### src/rtl/sync_fifo_param_if.sv
// ----------------------------------------------------------------------------
// sync_fifo_param_if
// Bundles the producer/consumer side of sync_fifo_param into one interface.
//   master : the user of the FIFO (drives clear, wr_en, wr_data, rd_en)
//   slave  : the FIFO itself (drives rd_data, rd_valid, status flags,
//            count and the overflow/underflow pulses)
// Parameters DATA_WIDTH and DEPTH must match the FIFO instance they connect.
// ----------------------------------------------------------------------------
interface sync_fifo_param_if #(
    parameter int DATA_WIDTH = 8,
    parameter int DEPTH      = 16
);
    localparam int CW = $clog2(DEPTH) + 1;

    logic                  clear;
    logic                  wr_en;
    logic [DATA_WIDTH-1:0] wr_data;
    logic                  rd_en;
    logic [DATA_WIDTH-1:0] rd_data;
    logic                  rd_valid;
    logic                  full;
    logic                  empty;
    logic                  almost_full;
    logic                  almost_empty;
    logic [CW-1:0]         count;
    logic                  overflow;
    logic                  underflow;

    modport master (
        output clear, wr_en, wr_data, rd_en,
        input  rd_data, rd_valid, full, empty, almost_full, almost_empty,
               count, overflow, underflow
    );

    modport slave (
        input  clear, wr_en, wr_data, rd_en,
        output rd_data, rd_valid, full, empty, almost_full, almost_empty,
               count, overflow, underflow
    );
endinterface

### src/rtl/sync_fifo_param.sv
// ----------------------------------------------------------------------------
// sync_fifo_param
// Single-clock FIFO with configurable width/depth, standard or
// first-word-fall-through read, programmable almost-full/almost-empty
// thresholds, occupancy count, overflow/underflow pulses and sync flush.
// Ports:
//   clk    : rising-edge clock
//   rst_n  : asynchronous active-low reset
//   bus    : sync_fifo_param_if.slave (clear, wr_en/wr_data, rd_en,
//            rd_data/rd_valid, full/empty/almost_full/almost_empty,
//            count, overflow/underflow)
// ----------------------------------------------------------------------------
module sync_fifo_param #(
    parameter int DATA_WIDTH = 8,
    parameter int DEPTH      = 16,
    parameter int AF_THRESH  = DEPTH - 2,
    parameter int AE_THRESH  = 2,
    parameter int FWFT       = 0
) (
    input  logic               clk,
    input  logic               rst_n,
    sync_fifo_param_if.slave   bus
);
    localparam int AW = $clog2(DEPTH);
    localparam int CW = AW + 1;

    localparam logic [CW-1:0] DepthCount = CW'(DEPTH);
    localparam logic [CW-1:0] AfLevel    = CW'(AF_THRESH);
    localparam logic [CW-1:0] AeLevel    = CW'(AE_THRESH);

    logic [DATA_WIDTH-1:0] mem [DEPTH];

    logic [AW-1:0]         wrPtr_q, wrPtr_d;
    logic [AW-1:0]         rdPtr_q, rdPtr_d;
    logic [CW-1:0]         count_q, count_d;
    logic [DATA_WIDTH-1:0] rdData_q, rdData_d;
    logic                  rdValid_q, rdValid_d;
    logic                  overflow_q, overflow_d;
    logic                  underflow_q, underflow_d;

    logic                  fullNow;
    logic                  emptyNow;
    logic                  rdAcc;
    logic                  wrAcc;

    assign fullNow  = (count_q == DepthCount);
    assign emptyNow = (count_q == '0);

    // A read that pops a word frees a slot in the same cycle, so a write is
    // still accepted when full as long as a read is accepted alongside it.
    assign rdAcc = bus.rd_en & ~emptyNow;
    assign wrAcc = bus.wr_en & (~fullNow | rdAcc);

    // Next-state computation. Flush wins over everything else and leaves
    // rd_data and the memory untouched; the error pulses are also suppressed.
    always_comb begin
        wrPtr_d     = wrPtr_q;
        rdPtr_d     = rdPtr_q;
        count_d     = count_q;
        rdData_d    = rdData_q;
        rdValid_d   = 1'b0;
        overflow_d  = 1'b0;
        underflow_d = 1'b0;

        if (bus.clear) begin
            wrPtr_d = '0;
            rdPtr_d = '0;
            count_d = '0;
        end else begin
            if (wrAcc) begin
                wrPtr_d = wrPtr_q + 1'b1;
            end
            if (rdAcc) begin
                rdPtr_d   = rdPtr_q + 1'b1;
                rdData_d  = mem[rdPtr_q];
                rdValid_d = 1'b1;
            end
            overflow_d  = bus.wr_en & ~wrAcc;
            underflow_d = bus.rd_en & emptyNow;

            unique case ({wrAcc, rdAcc})
                2'b10:   count_d = count_q + 1'b1;
                2'b01:   count_d = count_q - 1'b1;
                default: count_d = count_q;
            endcase
        end
    end

    // Control and read-side registers; all cleared by the async reset.
    always_ff @(posedge clk or negedge rst_n) begin
        if (!rst_n) begin
            wrPtr_q     <= '0;
            rdPtr_q     <= '0;
            count_q     <= '0;
            rdData_q    <= '0;
            rdValid_q   <= 1'b0;
            overflow_q  <= 1'b0;
            underflow_q <= 1'b0;
        end else begin
            wrPtr_q     <= wrPtr_d;
            rdPtr_q     <= rdPtr_d;
            count_q     <= count_d;
            rdData_q    <= rdData_d;
            rdValid_q   <= rdValid_d;
            overflow_q  <= overflow_d;
            underflow_q <= underflow_d;
        end
    end

    // Storage array is deliberately not reset so it can map onto RAM.
    always_ff @(posedge clk) begin
        if (wrAcc && !bus.clear) begin
            mem[wrPtr_q] <= bus.wr_data;
        end
    end

    assign bus.full         = fullNow;
    assign bus.empty        = emptyNow;
    assign bus.almost_full  = (count_q >= AfLevel);
    assign bus.almost_empty = (count_q <= AeLevel);
    assign bus.count        = count_q;
    assign bus.overflow     = overflow_q;
    assign bus.underflow    = underflow_q;

    // In FWFT mode the head word is shown directly. While empty the head
    // entry may never have been written, so the last popped word is shown
    // instead (zero after reset).
    generate
        if (FWFT != 0) begin : gFwft
            assign bus.rd_data  = emptyNow ? rdData_q : mem[rdPtr_q];
            assign bus.rd_valid = ~emptyNow;
        end else begin : gStd
            assign bus.rd_data  = rdData_q;
            assign bus.rd_valid = rdValid_q;
        end
    endgenerate

endmodule

### src/flat_wrapper.sv
// flat-port wrapper written by rule: the top's interface ports become plain ports
module sync_fifo_param_flat 
#(
    parameter int DATA_WIDTH = 8,
    parameter int DEPTH      = 16,
    parameter int AF_THRESH  = DEPTH - 2,
    parameter int AE_THRESH  = 2,
    parameter int FWFT       = 0
)
  (clk, rst_n, bus_clear, bus_wr_en, bus_wr_data, bus_rd_en, bus_rd_data, bus_rd_valid, bus_full, bus_empty, bus_almost_full, bus_almost_empty, bus_count, bus_overflow, bus_underflow);
  sync_fifo_param_if #(.DATA_WIDTH(DATA_WIDTH), .DEPTH(DEPTH)) bus_i ();
  input  logic clk;
  input  logic rst_n;
  input wire logic [$bits(bus_i.clear)-1:0] bus_clear;
  input wire logic [$bits(bus_i.wr_en)-1:0] bus_wr_en;
  input wire logic [$bits(bus_i.wr_data)-1:0] bus_wr_data;
  input wire logic [$bits(bus_i.rd_en)-1:0] bus_rd_en;
  output wire logic [$bits(bus_i.rd_data)-1:0] bus_rd_data;
  output wire logic [$bits(bus_i.rd_valid)-1:0] bus_rd_valid;
  output wire logic [$bits(bus_i.full)-1:0] bus_full;
  output wire logic [$bits(bus_i.empty)-1:0] bus_empty;
  output wire logic [$bits(bus_i.almost_full)-1:0] bus_almost_full;
  output wire logic [$bits(bus_i.almost_empty)-1:0] bus_almost_empty;
  output wire logic [$bits(bus_i.count)-1:0] bus_count;
  output wire logic [$bits(bus_i.overflow)-1:0] bus_overflow;
  output wire logic [$bits(bus_i.underflow)-1:0] bus_underflow;
  assign bus_i.clear = bus_clear;
  assign bus_i.wr_en = bus_wr_en;
  assign bus_i.wr_data = bus_wr_data;
  assign bus_i.rd_en = bus_rd_en;
  assign bus_rd_data = bus_i.rd_data;
  assign bus_rd_valid = bus_i.rd_valid;
  assign bus_full = bus_i.full;
  assign bus_empty = bus_i.empty;
  assign bus_almost_full = bus_i.almost_full;
  assign bus_almost_empty = bus_i.almost_empty;
  assign bus_count = bus_i.count;
  assign bus_overflow = bus_i.overflow;
  assign bus_underflow = bus_i.underflow;
  sync_fifo_param #(.DATA_WIDTH(DATA_WIDTH), .DEPTH(DEPTH), .AF_THRESH(AF_THRESH), .AE_THRESH(AE_THRESH), .FWFT(FWFT)) u_core (.clk(clk), .rst_n(rst_n), .bus(bus_i));
endmodule
### config.mk
export PLATFORM = sky130hd
export DESIGN_NAME = sync_fifo_param_flat
export DESIGN_NICKNAME = d
export VERILOG_FILES = /design/src/rtl/sync_fifo_param_if.sv /design/src/rtl/sync_fifo_param.sv /design/src/flat_wrapper.sv
export SDC_FILE = /design/constraint.sdc
export NUM_CORES = 1
export LEC_CHECK = 0
export BUFFER_PORTS_ARGS = -buffer_cell sky130_fd_sc_hd__buf_2
export CORE_MARGIN = 2
export CORE_UTILIZATION = 27
export CTS_BUF_LIST = sky130_fd_sc_hd__clkbuf_8
export CTS_CLUSTER_SIZE = 8
export DETAILED_ROUTE_END_ITERATION = 16
export PLACE_DENSITY = 0.4
export SKIP_CTS_REPAIR_TIMING = 1
export SLEW_MARGIN = 30
export SYNTH_ARGS = -nofsm -noshare
export SYNTH_HDL_FRONTEND = slang
export SYNTH_SLANG_ARGS = --single-unit
### constraint.sdc
create_clock -name clk -period 2.5 [get_ports clk]
set_input_delay 0.25 -clock clk [delete_from_list [all_inputs] [get_ports clk]]
set_output_delay 0.25 -clock clk [all_outputs]
set_load 0.02 [all_outputs]
==> impl_metrics.env, run 1 <==
export IMPL_status="finished, final reports clean"
export IMPL_register_area_mm2=0.004446
export IMPL_fillers=2204
export IMPL_drive_gt1_share_pct=32.69
export IMPL_finalWorstSetupSlack_ns=0.1583
export IMPL_grt_pass1_vias=3440
export IMPL_cap_violations=0
export IMPL_root_buffer="clkbuf_8"
export IMPL_r2r_end="u_core.mem[1][1]$_DFFE_PP_"
export IMPL_synthTopCellsByArea="edfxtp_1 62%, mux4_2 12%, dfrtp_1 9.8%"
export IMPL_drv_slew=0
export IMPL_grt_antenna_before_repair=0
export IMPL_h_tree_depth=4
export IMPL_setup_violations=0
export IMPL_antenna_cells=0
export IMPL_grt_total_usage_pct=12.69
export IMPL_die_w_um=155.0
export IMPL_ant_nets=0
export IMPL_seq_area_frac_synth_pct=72.24
export IMPL_place_area_mm2=0.006889
export IMPL_crit_path_start_kind="flip-flop"
export IMPL_period_minus_slack_ns=2.342
export IMPL_drt_pass1_iter_count=4
export IMPL_portBuffers=32
export IMPL_fp_dieH_um=155.0
export IMPL_drtIter0Drc=238
export IMPL_synth_distinct_cells=39
export IMPL_p_clk_share_pct=31.0
export IMPL_synth_edf_count=128
export IMPL_synthToLayoutAreaGrowth_pct=19.02
export IMPL_endpoint="u_core.mem[1][1]$_DFFE_PP_"
export IMPL_gp_congestion=0.7005
export IMPL_fp_dieArea_mm2=0.02401
export IMPL_core_area_mm2=0.02250
export IMPL_cts_sinks=152
export IMPL_vdd_drop_max_mv=0.3817
export IMPL_crit_path_end_kind="flip-flop"
export IMPL_fin_total_pwr_mw=6.408
export IMPL_grt_use_met1_pct=17.87
export IMPL_rsz0062_at_grt="no"
export IMPL_skew_ns=0.02491
export IMPL_post_synth_top_count_cell="edfxtp_1"
export IMPL_clock_latency_ns=0.46
export IMPL_route_detailed_drc=0
export IMPL_synthTopCellsByCount="128 x edfxtp_1, 32 x mux4_2, 24 x dfrtp_1"
export IMPL_switching_share_pct=28.67
export IMPL_place_ws_ns=0.1701
export IMPL_synth_top_flop_cell="edfxtp_1"
export IMPL_grt_overflow_total=0
export IMPL_reg2reg_setup_slack_ns=0.16
export IMPL_cp_arrival_ns=2.55
export IMPL_ios=33
export IMPL_yosys_warnings=0
export IMPL_rr_startpoint="u_core.bus.count[1]$_DFFE_PN0P_"
export IMPL_grt_use_met3_pct=3.148
export IMPL_cts_buffer_depth=2
export IMPL_post_route_util_pct=32.54
export IMPL_routedWlPerCell_um=20.65
export IMPL_wirelength_um=14480
export IMPL_power_density_mw_per_mm2=875.2
export IMPL_numCtsBuffers=17
export IMPL_avgSynthCellArea_um2=18.09
export IMPL_finalSetupTns_ns=0
export IMPL_tightest_slew_ns=0.6765
export IMPL_synth_top_cell_area_share_pct=62.48
export IMPL_post_drt_via_cell_ratio=4.658
export IMPL_p_leak_nw=2.514
export IMPL_dr_total_vias=3265
export IMPL_fmax_ghz=0.4270
export IMPL_grt_pass1_wl_um=21790
export IMPL_maxSlewHeadroom_pct=54.85
export IMPL_nNetsFinal=426
export IMPL_yosysTopAreaCell="edfxtp_1"
export IMPL_top_usage_layer="met2"
export IMPL_synth_nets=362
export IMPL_fin_crit_sh_pct=93.67
export IMPL_worstPathMaxFanout=6
export IMPL_clkSlewWorstSetupHoldPaths_ns=0.10
export IMPL_synth_cells=340
export IMPL_grt_util_met2_pct=19.70
export IMPL_p_int_mw=4.571
export IMPL_yosys_register_bits=152
export IMPL_syn_cell_area_mm2=0.006152
export IMPL_synth_async_reset_ratio_pct=15.79
export IMPL_start_util_pct=27.34
export IMPL_hold_class="primary input to flip-flop"
export IMPL_cp_required_ns=2.71
export IMPL_p_comb_share_pct=21.8
export IMPL_cp_startpoint="u_core.bus.count[1]$_DFFE_PN0P_"
export IMPL_hold_violations=0
export IMPL_grt_max_degree=35
export IMPL_fin_area_mm2=0.007322
export IMPL_cts_tree="built"
export IMPL_row_count=55
export IMPL_p_sw_mw=1.837
export IMPL_crit_type="flip-flop to flip-flop"
export IMPL_r2r_cells=6
export IMPL_p_seq_share_pct=47.2
export IMPL_hpwlAfterDp_um=9646
export IMPL_multi_input_area_mm2=0.001614
-- routing by layer --
metal,vias to the layer above,share of wire (%)
met5,-,0
met4,0,0.91
met3,10,5.1
met2,74,46
met1,1718,48
li1,1463,-
-- layout make-up --
cell class	instances	area share [%]
Sequential cell	152	60.71
Multi-Input combinational cell	162	22.04
Timing Repair Buffer	63	6.254
Tap cell	285	4.870
Clock buffer	17	3.195
Clock inverter	14	2.512
Inverter	8	0.4101
-- registers in the layout, indices dropped and copies added (netlist names) --
signal                cells
u_core.bus.count          5
u_core.bus.overflow       1
u_core.bus.rd_data        8
u_core.bus.rd_valid       1
u_core.bus.underflow      1
u_core.mem              128
u_core.rdPtr_q            4
u_core.wrPtr_q            4
-- cells by family (layout without fill, tap and decap cells) --
logic type / after synthesis / after routing / share of synthesized area, %
buf+inv: 26 / 102 / 1.851
flops: 152 / 152 / 72.24
compound gates: 27 / 27 / 3.132
simple gates: 69 / 69 / 5.207
fa+ha+maj: 9 / 9 / 1.952
mux: 49 / 49 / 14.48
xor+xnor: 8 / 8 / 1.139
-- placed cells by master (no fill, tap or decap), types with 2 or more instances in the layout --
master / netlist / final
buf_4: 1 / 25
o21a_1: 2 / 2
nor2_2: 0 / 8
nand2_1: 20 / 20
clkinv_4: 0 / 4
buf_12: 0 / 5
ha_1: 8 / 8
or3_1: 3 / 3
clkinv_1: 0 / 2
mux2i_1: 17 / 17
o21ai_1: 5 / 5
edfxtp_1: 128 / 128
dfrtp_1: 24 / 23
inv_1: 7 / 8
mux4_2: 32 / 32
nand2b_1: 3 / 3
nor2_1: 23 / 15
nor3b_1: 2 / 2
xor2_1: 6 / 6
o21ai_2: 2 / 2
clkbuf_8: 0 / 17
xnor2_1: 2 / 2
o221ai_1: 8 / 8
a21oi_1: 5 / 5
bufinv_16: 0 / 4
buf_2: 4 / 32
nor3_1: 4 / 4
clkinv_2: 0 / 2
nand3_1: 7 / 7
-- worst max-delay path, cell delays in order (launching register included) --
cell and delay (ns):
dfrtp_1 0.39, or4_4 0.57, or3_1 0.34, and3b_1 0.26, nand2_1 0.20, nor3_1 0.15
buf_12 0.18
-- power groups by stage --
stage          Sequential [mW]  Combinational, mW  Clock (mW)
6_report                  3.02               1.40        1.99
5_1_grt                   3.04               1.52        2.13
4_1_cts                   3.03               1.41        2.05
3_5_place_dp              3.08               1.41           0
3_3_place_gp              3.08               1.40           0
2_1_floorplan             3.15              0.755           0
-- worst min path at each step --
stage          slack, ns                              end  cells after the start  startpoint
2_1_floorplan      -0.05  u_core.bus.count[0]$_DFFE_PN0P_                      0       rst_n
3_3_place_gp        0.31  u_core.bus.count[4]$_DFFE_PN0P_                      1       rst_n
3_5_place_dp        0.32  u_core.bus.count[4]$_DFFE_PN0P_                      1       rst_n
4_1_cts            -0.20  u_core.bus.count[4]$_DFFE_PN0P_                      1       rst_n
5_1_grt             0.08   u_core.bus.underflow$_DFF_PN0_                      2   bus_rd_en
6_report             0.1   u_core.bus.underflow$_DFF_PN0_                      2   bus_rd_en
-- through the flow --
| step | cells | hold WS, ns |
|---|---|---|
| finish | 701 | 0.09977 |
| global route | 701 | 0.08098 |
| CTS | 700 | -0.1959 |
| global placement | 669 | 0.3077 |
| floorplan | 340 | -0.04559 |
| detailed placement | 669 | 0.3221 |
No activity file was read; power rests on OpenSTA's default activity.
==> run 2, diff against run 1 <==
--- a/config.mk
+++ b/config.mk
@@ -6,6 +6,7 @@
 export NUM_CORES = 1
 export LEC_CHECK = 0
 export BUFFER_PORTS_ARGS = -buffer_cell sky130_fd_sc_hd__buf_2
+export CORE_ASPECT_RATIO = 1.1
 export CORE_MARGIN = 2
 export CORE_UTILIZATION = 27
 export CTS_BUF_LIST = sky130_fd_sc_hd__clkbuf_8
==> constraint.sdc (replaced) <==
create_clock -name clk -period 2.5 [get_ports clk]
set_input_delay 0.25 -clock clk [delete_from_list [all_inputs] [get_ports clk]]
set_output_delay 0.25 -clock clk [all_outputs]
set_load 0.005 [all_outputs]
==> impl_metrics.env, run 2 (same netlist as run 1, synthesis figures left out) <==
export IMPL_worstPathMaxFanout=4
export IMPL_hold_class="primary input to flip-flop"
export IMPL_grt_pass1_vias=3442
export IMPL_drtIter0Drc=104
export IMPL_wirelength_um=13750
export IMPL_synthToLayoutAreaGrowth_pct=18.55
export IMPL_portBuffers=32
export IMPL_fp_dieH_um=162.3
export IMPL_cts_buffer_depth=2
export IMPL_finalSetupTns_ns=0
export IMPL_switching_share_pct=26.40
export IMPL_route_detailed_drc=0
export IMPL_fin_crit_sh_pct=91.84
export IMPL_largest_reg_flops=128
export IMPL_cp_startpoint="u_core.bus.count[1]$_DFFE_PN0P_"
export IMPL_numCtsBuffers=17
export IMPL_maxSlewHeadroom_pct=56.56
export IMPL_dr_total_vias=3200
export IMPL_crit_path_max_incr_delay_ns=0.57
export IMPL_nNetsFinal=423
export IMPL_antenna_cells=0
export IMPL_ios=33
export IMPL_status="finished, final reports clean"
export IMPL_cp_required_ns=2.84
export IMPL_cp_arrival_ns=2.63
export IMPL_place_ws_ns=0.2222
export IMPL_cp_cell_sequence="or4_4 > o21ai_2 > inv_2 > ha_1 > a21o_1 > a21oi_1 > xor2_1 > o21ai_1 > o21a_1"
export IMPL_finalWorstSetupSlack_ns=0.2039
export IMPL_die_w_um=147.9
export IMPL_p_int_mw=4.626
export IMPL_clock_latency_ns=0.44
export IMPL_rr_startpoint="u_core.bus.count[1]$_DFFE_PN0P_"
export IMPL_core_area_mm2=0.02225
export IMPL_gp_congestion=0.7266
export IMPL_place_area_mm2=0.006827
export IMPL_final_common_cell="edfxtp_1"
export IMPL_p_clk_share_pct=33.7
export IMPL_ant_nets=0
export IMPL_cts_sinks=152
export IMPL_grt_pass1_wl_um=21690
export IMPL_root_buffer="clkbuf_8"
export IMPL_crit_path_end_kind="flip-flop"
export IMPL_endpoint="u_core.bus.count[3]$_DFFE_PN0P_"
export IMPL_cap_violations=0
export IMPL_drv_slew=0
export IMPL_reg2reg_setup_slack_ns=0.20
export IMPL_fp_dieArea_mm2=0.02401
export IMPL_fillers=2167
export IMPL_top_register="u_core.mem"
export IMPL_hold_violations=0
export IMPL_final_cell_mix="128 x edfxtp_1, 32 x mux4_2, 32 x buf_2"
export IMPL_row_count=57
export IMPL_grt_max_degree=36
export IMPL_p_leak_nw=2.504
export IMPL_rsz0062_at_grt="no"
export IMPL_register_area_mm2=0.004446
export IMPL_tightest_slew_ns=0.6516
export IMPL_fin_hold_ws_ns=0.1073
export IMPL_crit_type="flip-flop to flip-flop"
export IMPL_p_sw_mw=1.659
export IMPL_clkSlewWorstSetupHoldPaths_ns=0.09
export IMPL_hpwlAfterDp_um=8979
export IMPL_r2r_end="u_core.bus.count[3]$_DFFE_PN0P_"
export IMPL_drive_gt1_share_pct=30.92
export IMPL_start_util_pct=27.65
export IMPL_period_minus_slack_ns=2.296
export IMPL_fin_area_mm2=0.007293
export IMPL_cts_tree="built"
export IMPL_grt_antenna_before_repair=0
export IMPL_skew_ns=0.01962
export IMPL_fin_total_pwr_mw=6.285
export IMPL_crit_path_start_kind="flip-flop"
export IMPL_slowest_stage="or4_4"
export IMPL_p_comb_share_pct=19.0
export IMPL_routedWlPerCell_um=19.39
export IMPL_grt_total_usage_pct=12.43
export IMPL_drt_pass1_iter_count=6
export IMPL_p_seq_share_pct=47.3
export IMPL_power_density_mw_per_mm2=861.8
export IMPL_vdd_drop_max_mv=0.3679
export IMPL_post_drt_via_cell_ratio=4.513
export IMPL_grt_overflow_total=0
export IMPL_fmax_ghz=0.4355
export IMPL_h_tree_depth=4
export IMPL_multi_input_area_mm2=0.001594
export IMPL_setup_violations=0
export IMPL_r2r_cells=9
[run 2: cell count changes in the layout (fill, tap and decap cells not counted), sizes merged]
cell	change
buf	-3
clkinv	-2
clkinvlp	+1
inv	+1
bufinv	+1
[run 2: how the worst min path moves through the flow]
stage | from | endpoint | slack, ns | cells past startpoint
final | bus_rd_en | u_core.rdPtr_q[1]$_DFFE_PN0P_ | 0.11 | 3
after global routing | bus_rd_en | u_core.rdPtr_q[1]$_DFFE_PN0P_ | 0.09 | 3
after CTS | rst_n | u_core.bus.count[2]$_DFFE_PN0P_ | -0.18 | 1
after detailed placement | rst_n | u_core.bus.count[2]$_DFFE_PN0P_ | 0.32 | 1
after global placement | rst_n | u_core.bus.count[2]$_DFFE_PN0P_ | 0.31 | 1
after floorplan | rst_n | u_core.bus.count[0]$_DFFE_PN0P_ | -0.05 | 0
[run 2: final cells by class]
type | count | area share [%]
flip-flops and latches | 152 | 60.95
multi-input cells | 162 | 21.86
repair buffers | 60 | 5.455
well taps | 295 | 5.061
clock buffers | 17 | 3.208
clock inverters | 15 | 3.054
inverters | 8 | 0.4117
[run 2: routing by layer]
metal	wire (µm)	part of all wire [%]	global-route usage, %	up-vias
li1	-	-	-	1458
met1	6584	48	17.50	1679
met2	6483	47	19.51	56
met3	569	4.1	3.006	7
met4	109	0.79	2.987	0
met5	0	0	0	-
[run 2: stage by stage]
stage	util [%]	std cells
3_5_place_dp	30.68	676
2_1_floorplan	-	340
6_report	32.78	709
3_3_place_gp	30.68	676
4_1_cts	32.73	708
5_1_grt	32.78	709
[run 2: critical path, delay by kind of cell (launching register included)]
| kind | cells | cell delay, ns |
|---|---|---|
| flip-flops | 1 | 0.39 |
| buffers and inverters | 1 | 0.07 |
| AND/OR/NAND/NOR | 1 | 0.57 |
| XOR/XNOR | 1 | 0.17 |
| AO/OA/AOI/OAI | 5 | 0.75 |
| adder cells (fa/ha/maj) | 1 | 0.27 |
[run 2: power by group through the flow]
stage / combinational, mW / sequential [mW] / clock, mW
2_1_floorplan: 0.723 / 3.04 / 0
3_3_place_gp: 1.22 / 3.03 / 0
3_5_place_dp: 1.22 / 3.03 / 0
4_1_cts: 1.22 / 2.97 / 2.19
5_1_grt: 1.33 / 2.99 / 2.30
6_report: 1.19 / 2.97 / 2.12
==> run 3, diff against run 2 <==
--- a/config.mk
+++ b/config.mk
@@ -12,7 +12,6 @@
 export CTS_BUF_LIST = sky130_fd_sc_hd__clkbuf_8
 export CTS_CLUSTER_SIZE = 8
 export DETAILED_ROUTE_END_ITERATION = 16
-export PLACE_DENSITY = 0.4
 export SKIP_CTS_REPAIR_TIMING = 1
 export SLEW_MARGIN = 30
 export SYNTH_ARGS = -nofsm -noshare
==> impl_metrics.env, run 3 (same netlist as run 1, synthesis figures left out) <==
export IMPL_dr_total_vias=3146
export IMPL_synthToLayoutAreaGrowth_pct=15.60
export IMPL_grt_max_degree=35
export IMPL_clock_latency_ns=0.44
export IMPL_grt_total_usage_pct=10.63
export IMPL_status="finished, final reports clean"
export IMPL_wirelength_um=12260
export IMPL_routedWlPerCell_um=17.59
export IMPL_p_clk_share_pct=29.6
export IMPL_fillers=2176
export IMPL_antenna_cells=0
export IMPL_worstPathMaxFanout=4
export IMPL_p_leak_nw=2.405
export IMPL_fin_total_pwr_mw=5.890
export IMPL_gp_congestion=0.7700
export IMPL_numCtsBuffers=17
export IMPL_p_sw_mw=1.588
export IMPL_finalSetupTns_ns=0
export IMPL_cts_sinks=152
export IMPL_core_area_mm2=0.02225
export IMPL_cp_arrival_ns=2.66
export IMPL_final_common_cell="edfxtp_1"
export IMPL_grt_antenna_before_repair=0
export IMPL_power_density_mw_per_mm2=828.3
export IMPL_grt_overflow_total=0
export IMPL_grt_pass1_wl_um=18610
export IMPL_drive_gt1_share_pct=28.11
export IMPL_row_count=57
export IMPL_p_comb_share_pct=19.7
export IMPL_top_register="u_core.mem"
export IMPL_start_util_pct=27.65
export IMPL_die_w_um=147.9
export IMPL_crit_type="flip-flop to flip-flop"
export IMPL_crit_path_end_kind="flip-flop"
export IMPL_cp_required_ns=2.83
export IMPL_route_detailed_drc=0
export IMPL_period_minus_slack_ns=2.329
export IMPL_hold_violations=0
export IMPL_h_tree_depth=4
export IMPL_fin_crit_sh_pct=93.16
export IMPL_skew_ns=0.009617
export IMPL_post_drt_via_cell_ratio=4.514
export IMPL_cap_violations=0
export IMPL_vdd_drop_max_mv=0.3041
export IMPL_grt_pass1_vias=3251
export IMPL_place_ws_ns=0.1931
export IMPL_ios=33
export IMPL_fin_area_mm2=0.007112
export IMPL_finalWorstSetupSlack_ns=0.1710
export IMPL_nNetsFinal=412
export IMPL_maxSlewHeadroom_pct=37.99
export IMPL_fp_dieH_um=162.3
export IMPL_fp_dieArea_mm2=0.02401
export IMPL_setup_violations=0
export IMPL_cts_tree="built"
export IMPL_p_int_mw=4.303
export IMPL_switching_share_pct=26.95
export IMPL_drt_pass1_iter_count=4
export IMPL_clkSlewWorstSetupHoldPaths_ns=0.08
export IMPL_crit_path_start_kind="flip-flop"
export IMPL_tightest_slew_ns=0.9268
export IMPL_largest_reg_flops=128
export IMPL_drtIter0Drc=253
export IMPL_rsz0062_at_grt="no"
export IMPL_ant_nets=0
export IMPL_root_buffer="clkbuf_8"
export IMPL_place_area_mm2=0.006731
export IMPL_fmax_ghz=0.4294
export IMPL_hpwlAfterDp_um=7923
export IMPL_cts_buffer_depth=2
export IMPL_hold_class="primary input to flip-flop"
export IMPL_p_seq_share_pct=50.7
export IMPL_final_cell_mix="128 x edfxtp_1, 32 x mux4_2, 32 x buf_2"
export IMPL_portBuffers=32
export IMPL_drv_slew=0
[run 3: cell count changes in the layout (fill, tap and decap cells not counted), sizes merged]
| cell | previous run | this run |
|---|---|---|
| clkinv | 6 | 5 |
| bufinv | 5 | 2 |
| buf | 59 | 48 |
| inv | 10 | 13 |
[run 3: worst max-delay path: stages (launching register included)]
cell      delay (ns)
dfrtp_1         0.38
or4_4           0.57
o21ai_2         0.18
inv_2           0.08
ha_1            0.33
nand2b_1        0.07
a21oi_1         0.16
xnor2_1         0.17
o21ai_1         0.08
a32o_1          0.21
[run 3: power by group through the flow]
stage                     Sequential (mW)  Clock, mW  Combinational (mW)
after floorplan                      3.04          0               0.723
after global placement               3.03          0                1.15
after detailed placement             3.04          0                1.17
after CTS                            2.99       1.79                1.18
after global routing                 3.00       1.88                1.28
final                                2.99       1.75                1.16
[run 3: final cells by class]
type,count,area (µm²),share of cell area [%]
Inverter,8,30.03,0.4222
Clock inverter,14,133.9,1.882
Multi-Input combinational cell,162,1597,22.45
Clock buffer,17,234.0,3.290
Sequential cell,152,4446,62.51
Tap cell,295,369.1,5.190
Timing Repair Buffer,49,302.8,4.258
[run 3: worst paths after layout]
| kind | startpoint | to | slack (ns) | cells after the start |
|---|---|---|---|---|
| worst max-delay path | u_core.bus.count[1]$_DFFE_PN0P_ | u_core.bus.count[4]$_DFFE_PN0P_ | 0.17 | 9 |
| max in group asynchronous | rst_n | u_core.rdPtr_q[1]$_DFFE_PN0P_ | 1.73 | 2 |
| min in group asynchronous | rst_n | u_core.bus.count[2]$_DFFE_PN0P_ | 0.35 | 2 |
| worst min register to register | u_core.bus.rd_data[4]$_DFFE_PN0P_ | u_core.bus.rd_data[4]$_DFFE_PN0P_ | 0.52 | 2 |
| worst max register to register | u_core.bus.count[1]$_DFFE_PN0P_ | u_core.bus.count[4]$_DFFE_PN0P_ | 0.17 | 9 |
| worst min-delay path | bus_rd_en | u_core.rdPtr_q[1]$_DFFE_PN0P_ | 0.12 | 3 |
[run 3: metrics by stage]
stage	utilization, %	hold WS, ns	cells
4_1_cts	31.91	-0.1891	696
5_1_grt	31.96	0.1232	697
3_5_place_dp	30.25	0.2893	665
2_1_floorplan	-	-0.04559	340
6_report	31.96	0.1198	697
3_3_place_gp	30.25	0.2747	665
[run 3: metal layers]
| metal | wire length (µm) | GRT usage, % | up-vias |
|---|---|---|---|
| met5 | 0 | 0 | - |
| met4 | 133 | 3.290 | 0 |
| met3 | 775 | 2.725 | 11 |
| met2 | 6104 | 17.95 | 75 |
| met1 | 5250 | 13.48 | 1632 |
| li1 | - | - | 1428 |
